===== src/rtl/fp_mul_arbiter.sv =====
// Round-robin front end that shares one single-precision multiplier core among
// NUM_REQ requesters, routes each result back to its issuer and times out a silent core.
module fp_mul_arbiter #(
    parameter int NUM_REQ        = 4,
    parameter int TIMEOUT_CYCLES = 64
) (
    input  logic                   clk,
    input  logic                   rst,
    input  logic [NUM_REQ-1:0]     req_valid,
    input  logic [32*NUM_REQ-1:0]  req_op1,
    input  logic [32*NUM_REQ-1:0]  req_op2,
    output logic [NUM_REQ-1:0]     req_ack,
    output logic [NUM_REQ-1:0]     rsp_valid,
    output logic [31:0]            rsp_res,
    output logic                   rsp_err,
    output logic                   mul_ready,
    output logic [31:0]            mul_op1,
    output logic [31:0]            mul_op2,
    input  logic [31:0]            mul_res,
    input  logic                   mul_done,
    output logic                   busy,
    output logic [1:0]             dbg_state
);

    localparam int PTR_W = (NUM_REQ > 1) ? $clog2(NUM_REQ) : 1;
    localparam int CNT_W = $clog2(TIMEOUT_CYCLES);
    localparam logic [31:0] QNAN = 32'h7FC0_0000;
    localparam logic [NUM_REQ-1:0] ONE = {{(NUM_REQ-1){1'b0}}, 1'b1};

    // Handshakes: requester i holds req_valid[i] with stable operands until a
    // one-cycle req_ack[i]; the core sees a one-cycle mul_ready and answers with
    // mul_done; the result leaves as a one-cycle one-hot rsp_valid pulse.
    typedef enum logic [1:0] {
        S_IDLE = 2'd0,
        S_WAIT = 2'd1,
        S_RESP = 2'd2
    } state_e;

    state_e               state_q, state_d;
    logic [PTR_W-1:0]     rr_ptr_q, rr_ptr_d;
    logic [PTR_W-1:0]     grant_q, grant_d;
    logic [CNT_W-1:0]     wait_cnt_q, wait_cnt_d;
    logic [NUM_REQ-1:0]   req_ack_q, req_ack_d;
    logic [NUM_REQ-1:0]   rsp_valid_q, rsp_valid_d;
    logic [31:0]          rsp_res_q, rsp_res_d;
    logic                 rsp_err_q, rsp_err_d;
    logic                 mul_ready_q, mul_ready_d;
    logic [31:0]          mul_op1_q, mul_op1_d;
    logic [31:0]          mul_op2_q, mul_op2_d;
    logic                 busy_q, busy_d;

    logic [PTR_W-1:0]     arb_idx;
    logic [31:0]          sel_op1, sel_op2;

    // First requesting port at or above rr_ptr, wrapping around.
    function automatic logic [PTR_W-1:0] rr_pick(input logic [NUM_REQ-1:0] v,
                                                 input logic [PTR_W-1:0]   ptr);
        logic             found;
        int               idx;
        logic [PTR_W-1:0] idx_b;
        rr_pick = '0;
        found   = 1'b0;
        for (int i = 0; i < NUM_REQ; i++) begin
            idx   = (int'(ptr) + i) % NUM_REQ;
            idx_b = idx[PTR_W-1:0];
            if (!found && v[idx_b]) begin
                found   = 1'b1;
                rr_pick = idx_b;
            end
        end
    endfunction

    always_comb begin
        arb_idx = rr_pick(req_valid, rr_ptr_q);
        sel_op1 = '0;
        sel_op2 = '0;
        for (int i = 0; i < NUM_REQ; i++) begin
            if (arb_idx == i[PTR_W-1:0]) begin
                sel_op1 = req_op1[32*i +: 32];
                sel_op2 = req_op2[32*i +: 32];
            end
        end
    end

    always_comb begin
        state_d     = state_q;
        rr_ptr_d    = rr_ptr_q;
        grant_d     = grant_q;
        wait_cnt_d  = wait_cnt_q;
        req_ack_d   = '0;
        rsp_valid_d = '0;
        rsp_res_d   = rsp_res_q;
        rsp_err_d   = rsp_err_q;
        mul_ready_d = 1'b0;
        mul_op1_d   = mul_op1_q;
        mul_op2_d   = mul_op2_q;
        case (state_q)
            S_IDLE: begin
                if (|req_valid) begin
                    grant_d     = arb_idx;
                    mul_op1_d   = sel_op1;
                    mul_op2_d   = sel_op2;
                    mul_ready_d = 1'b1;
                    req_ack_d   = ONE << arb_idx;
                    wait_cnt_d  = '0;
                    rsp_err_d   = 1'b0;
                    state_d     = S_WAIT;
                end
            end
            S_WAIT: begin
                wait_cnt_d = wait_cnt_q + 1'b1;
                // mul_ready_q marks the first WAIT cycle, where a done level
                // may still be left over from the previous operation.
                if (mul_done && !mul_ready_q) begin
                    rsp_res_d = mul_res;
                    rsp_err_d = 1'b0;
                    state_d   = S_RESP;
                end else if (wait_cnt_q == CNT_W'(TIMEOUT_CYCLES - 2)) begin
                    rsp_res_d = QNAN;
                    rsp_err_d = 1'b1;
                    state_d   = S_RESP;
                end
            end
            S_RESP: begin
                rsp_valid_d = ONE << grant_q;
                rr_ptr_d    = (grant_q == PTR_W'(NUM_REQ - 1)) ? '0 : grant_q + 1'b1;
                state_d     = S_IDLE;
            end
            default: state_d = S_IDLE;
        endcase
        busy_d = (state_d != S_IDLE);
    end

    always_ff @(posedge clk or posedge rst) begin
        if (rst) begin
            state_q     <= S_IDLE;
            rr_ptr_q    <= '0;
            grant_q     <= '0;
            wait_cnt_q  <= '0;
            req_ack_q   <= '0;
            rsp_valid_q <= '0;
            rsp_res_q   <= '0;
            rsp_err_q   <= 1'b0;
            mul_ready_q <= 1'b0;
            mul_op1_q   <= '0;
            mul_op2_q   <= '0;
            busy_q      <= 1'b0;
        end else begin
            state_q     <= state_d;
            rr_ptr_q    <= rr_ptr_d;
            grant_q     <= grant_d;
            wait_cnt_q  <= wait_cnt_d;
            req_ack_q   <= req_ack_d;
            rsp_valid_q <= rsp_valid_d;
            rsp_res_q   <= rsp_res_d;
            rsp_err_q   <= rsp_err_d;
            mul_ready_q <= mul_ready_d;
            mul_op1_q   <= mul_op1_d;
            mul_op2_q   <= mul_op2_d;
            busy_q      <= busy_d;
        end
    end

    assign req_ack   = req_ack_q;
    assign rsp_valid = rsp_valid_q;
    assign rsp_res   = rsp_res_q;
    assign rsp_err   = rsp_err_q;
    assign mul_ready = mul_ready_q;
    assign mul_op1   = mul_op1_q;
    assign mul_op2   = mul_op2_q;
    assign busy      = busy_q;
    assign dbg_state = state_q;

endmodule


===== config.mk =====
export PLATFORM = sky130hd
export DESIGN_NAME = fp_mul_arbiter
export DESIGN_NICKNAME = d
export VERILOG_FILES = /design/src/rtl/fp_mul_arbiter.sv
export SDC_FILE = /design/constraint.sdc
export NUM_CORES = 1
export LEC_CHECK = 0
export BUFFER_PORTS_ARGS = -buffer_cell sky130_fd_sc_hd__buf_4
export CAP_MARGIN = 20
export CORE_ASPECT_RATIO = 1.75
export CORE_MARGIN = 2
export CORE_UTILIZATION = 25
export CTS_CLUSTER_DIAMETER = 30
export CTS_CLUSTER_SIZE = 30
export DETAILED_ROUTE_END_ITERATION = 10
export MAX_ROUTING_LAYER = met4
export SETUP_SLACK_MARGIN = 0.02
export SYNTH_ARGS = -nofsm -noshare
export SYNTH_HDL_FRONTEND = slang
export SYNTH_SLANG_ARGS = --single-unit

===== constraint.sdc =====
create_clock -name clk -period 4.79 [get_ports clk]
set_input_delay 0.958 -clock clk [delete_from_list [all_inputs] [get_ports clk]]
set_output_delay 0.958 -clock clk [all_outputs]
set_load 0.05 [all_outputs]

==> run_results.csv <==
group,metric,value,unit
status,status,"finished, final reports clean",
grt,track_usage,0.184,
sta,final.setup.tns,0,ps
sta,setup_viol,0,
synthesis,synth_seq_cells,119,
cts,cts_tree,"yes",
floorplan,design.portCount,404,
sta,grt_setup_unrepaired,"false",
critical_path,largest_stage_delay_worst_path,610,ps
grt,wire_length_of_the_first_global_routing_pass,34500,um
worst_hold_path,hp_class,"register to register",
cts,cts_root_buf,"clkbuf_16",
sta,maxSlewHeadroom,0.371,
pwr,combPwrFrac,0.574,
critical_path,crit_path_start_kind,"primary input",
layout,finish.net_count,1216,
synthesis,ys_top_cells_by_area,"dfrtp_1, mux2i_1, o221ai_1, nand2_1, a22o_1",
critical_path,worst-path-max-fanout,40,
synthesis,netlist_top_cells_count,"mux2i_1, dfrtp_1, nand2_1, o221ai_1, a22o_1",
floorplan,start_util,0.252,
placement,post-place-cells,1203,
layout,finalNonFillerCells,1235,
synthesis,synthFlopType,"dfrtp_1",
route,detailroute.via_count,5873,
cts,cts_hold_buffers,0,
layout,fill_cells,2346,
pwr,vdd.ir_drop.worst,0.000457,V
pwr,seq_power_share,0.250,
critical_path,timing.critical_path.to_type,"register",
layout,antennaDiodeCount,0,
cts,cts.htree.levels,4,
grt,met2_usage,0.323,
pwr,power-per-cell-area,714,nW/um^2
grt,globalRouteMet3Util,0.0385,
synthesis,yosysSeqAreaShare,0.495,
critical_path,timing.critical_path.cells,"buf_4 -> nor4_1 -> or3_2 -> inv_1 -> nand2_2 -> buf_12 -> o221ai_1",
route,routed_wirelength,22900,um
sta,fmax,0.323,GHz
synthesis,synth.net_count,829,
cts,cts.repair_timing.setup_buffer_count,0,
cts,total_cts_buffers,17,
synthesis,asyncSetResetFlopFracSynth,1.00,
floorplan,placementRows,75,
placement,final_weighted_congestion_of_routability_driven_global_placement,0.869,
pwr,switching_power,3.43,mW
sta,setup_skew,6.28,ps
route,post_drt_via_cell_ratio,4.76,
placement,place_hpwl,17900,um
sta,fin_crit_sh,0.646,
sta,timing.final.hold_violations,0,
critical_path,arrival,3350,ps
synthesis,synth_enable_flop_cells,0,
floorplan,die_outline_area,25400,um^2
cts,clock_insertion_delay_worst_skew,420,ps
synthesis,synthMostInstantiatedCell,"mux2i_1",
cts,cts_resized,0,
route,drt-wirelength-per-cell,18.5,um
floorplan,die-width,121,um
layout,synthToLayoutAreaGrowth,65.1,%
placement,place.port_buffers,403,
synthesis,post_synth.cell_area_avg,11.4,um^2
synthesis,syn_inst,528,
cts,worst_setup_hold_path_clk_slew,50,ps
critical_path,cp_data_required_time,5050,ps
grt,gr-max-usage-layer,"met2",
pwr,sw_frac_of_total,0.484,
synthesis,yosys_warnings,0,
route,detail-route-antenna-nets,0,
synthesis,synth_top_area_share,0.495,
sta,slew_violations,0,
sta,period_minus_slack,3090,ps
run,max_cap_viol_count,0,
grt,grt_max_degree,64,
critical_path,crit_path_top_delay_cell,"or3_2",
synthesis,synthDistinctLibCells,31,
grt,grt_pass1_vias,6350,
floorplan,die_height,209,um
pwr,internal_power,3.66,mW
cts,tritoncts_sinks,119,
grt,globalRoute.totalOverflow,0,
floorplan,total_core_area,23800,um^2
grt,grt_util_met1,0.195,
sta,worstMarginPinSlew,942,ps
grt,antenna_violations_before_repair,0,
critical_path,critical_path_class,"primary input to register",
route,detailedRoute.firstPassIterationCount,4,
synthesis,yosys.area.top_type,"dfrtp_1",
route,first_iter_violations,242,
pwr,total_leakage_power,4.99,nW
synthesis,synth.cell_area,6010,um^2
layout,drive_above_1_share,0.484,
route,drc_errors,0,
cts,clockBufferDepth,2,
pwr,clock_power_share,0.175,
==> layout make-up <==
type,instances,area (um^2),area share
clock buffers,22,474,0.0478
clock inverters,9,100,0.0101
inverters,11,43.8,0.00441
multi-input cells,354,2780,0.280
flip-flops and latches,119,2980,0.300
well taps,308,385,0.0388
repair buffers,412,3160,0.319
==> state kept, by name (all words and copies together) (netlist names) <==
name / cells
dbg_state: 2
rsp_valid: 4
mul_ready: 1
grant_q: 2
mul_op1: 32
busy: 1
req_ack: 4
rsp_err: 1
rsp_res: 32
rr_ptr_q: 2
mul_op2: 32
wait_cnt_q: 6
==> cells by family after synthesis <==
family / count (synthesis) / synth area share
xor+xnor: 3 / 0.00437
flops: 119 / 0.495
fa+ha+maj: 6 / 0.0125
simple gates: 101 / 0.0697
mux: 130 / 0.217
buf+inv: 55 / 0.0443
compound gates: 114 / 0.157
==> placed cells by master, fill, tap and decap left out, drive strengths merged <==
cell / count
clkinvlp: 2
buf: 412
mux2i: 129
and3: 1
a311o: 1
nand4: 2
o221ai: 64
or3: 1
o22a: 9
xor2: 3
clkinv: 5
nor4: 1
ha: 6
inv: 11
nand2: 73
nor2: 11
dfrtp: 119
and2: 4
o2bb2a: 1
nor2b: 1
o21ai: 10
a21oi: 4
mux2: 1
nand3: 2
a31oi: 1
clkbuf: 22
or2: 2
a22o: 23
nand2b: 3
bufinv: 2
a21o: 1
==> path summary, 6_finish.rpt <==
path                                        startpoint  slack, ps                 endpoint  depth (start not counted)
worst max-delay path                      req_valid[0]       1700  mul_op1[13]$_DFFE_PP0P_                          7
worst min-delay path            mul_op1[4]$_DFFE_PP0P_        480   mul_op1[4]$_DFFE_PP0P_                          2
worst max register to register  dbg_state[1]$_DFF_PP0_       2210  mul_op2[11]$_DFFE_PP0P_                          4
worst min register to register  mul_op1[4]$_DFFE_PP0P_        480   mul_op1[4]$_DFFE_PP0P_                          2
max in group asynchronous                          rst       3260  mul_op2[28]$_DFFE_PP0P_                          3
min in group asynchronous                          rst        700  rsp_res[29]$_DFFE_PP0P_                          2
==> power groups by stage <==
stage | clock network, mW | registers (mW) | logic, mW
floorplan | 0 | 3.18 | 1.33
global placement | 0 | 1.78 | 4.06
detailed placement | 0 | 1.77 | 4.11
CTS | 1.28 | 1.77 | 4.10
global route | 1.33 | 1.83 | 4.32
finish | 1.24 | 1.77 | 4.07
==> stage by stage <==
step	hold WS, ps	setup WS (ps)	power [mW]	cell area, um^2	utilization
2_1_floorplan	451	675	4.51	6010	-
6_report	485	1700	7.08	9930	0.417
3_3_place_gp	470	1310	5.84	9340	0.392
4_1_cts	489	1660	7.16	9910	0.416
3_5_place_dp	474	1200	5.89	9340	0.392
5_1_grt	515	1410	7.48	9930	0.417
==> per-layer routing <==
layer | up-vias | share of wire
met3 | 42 | 0.063
met5 | - | 0
met4 | 0 | 0.033
li1 | 2755 | -
met2 | 271 | 0.53
met1 | 2805 | 0.37
==> worst max-delay path, delay by kind of cell <==
kind	cells	cell delay [ps]
and+or+nand+nor	3	1540
AOI/OAI and AO/OA	1	140
buffers and inverters	3	690
No activity file was read; power rests on OpenSTA's default activity.
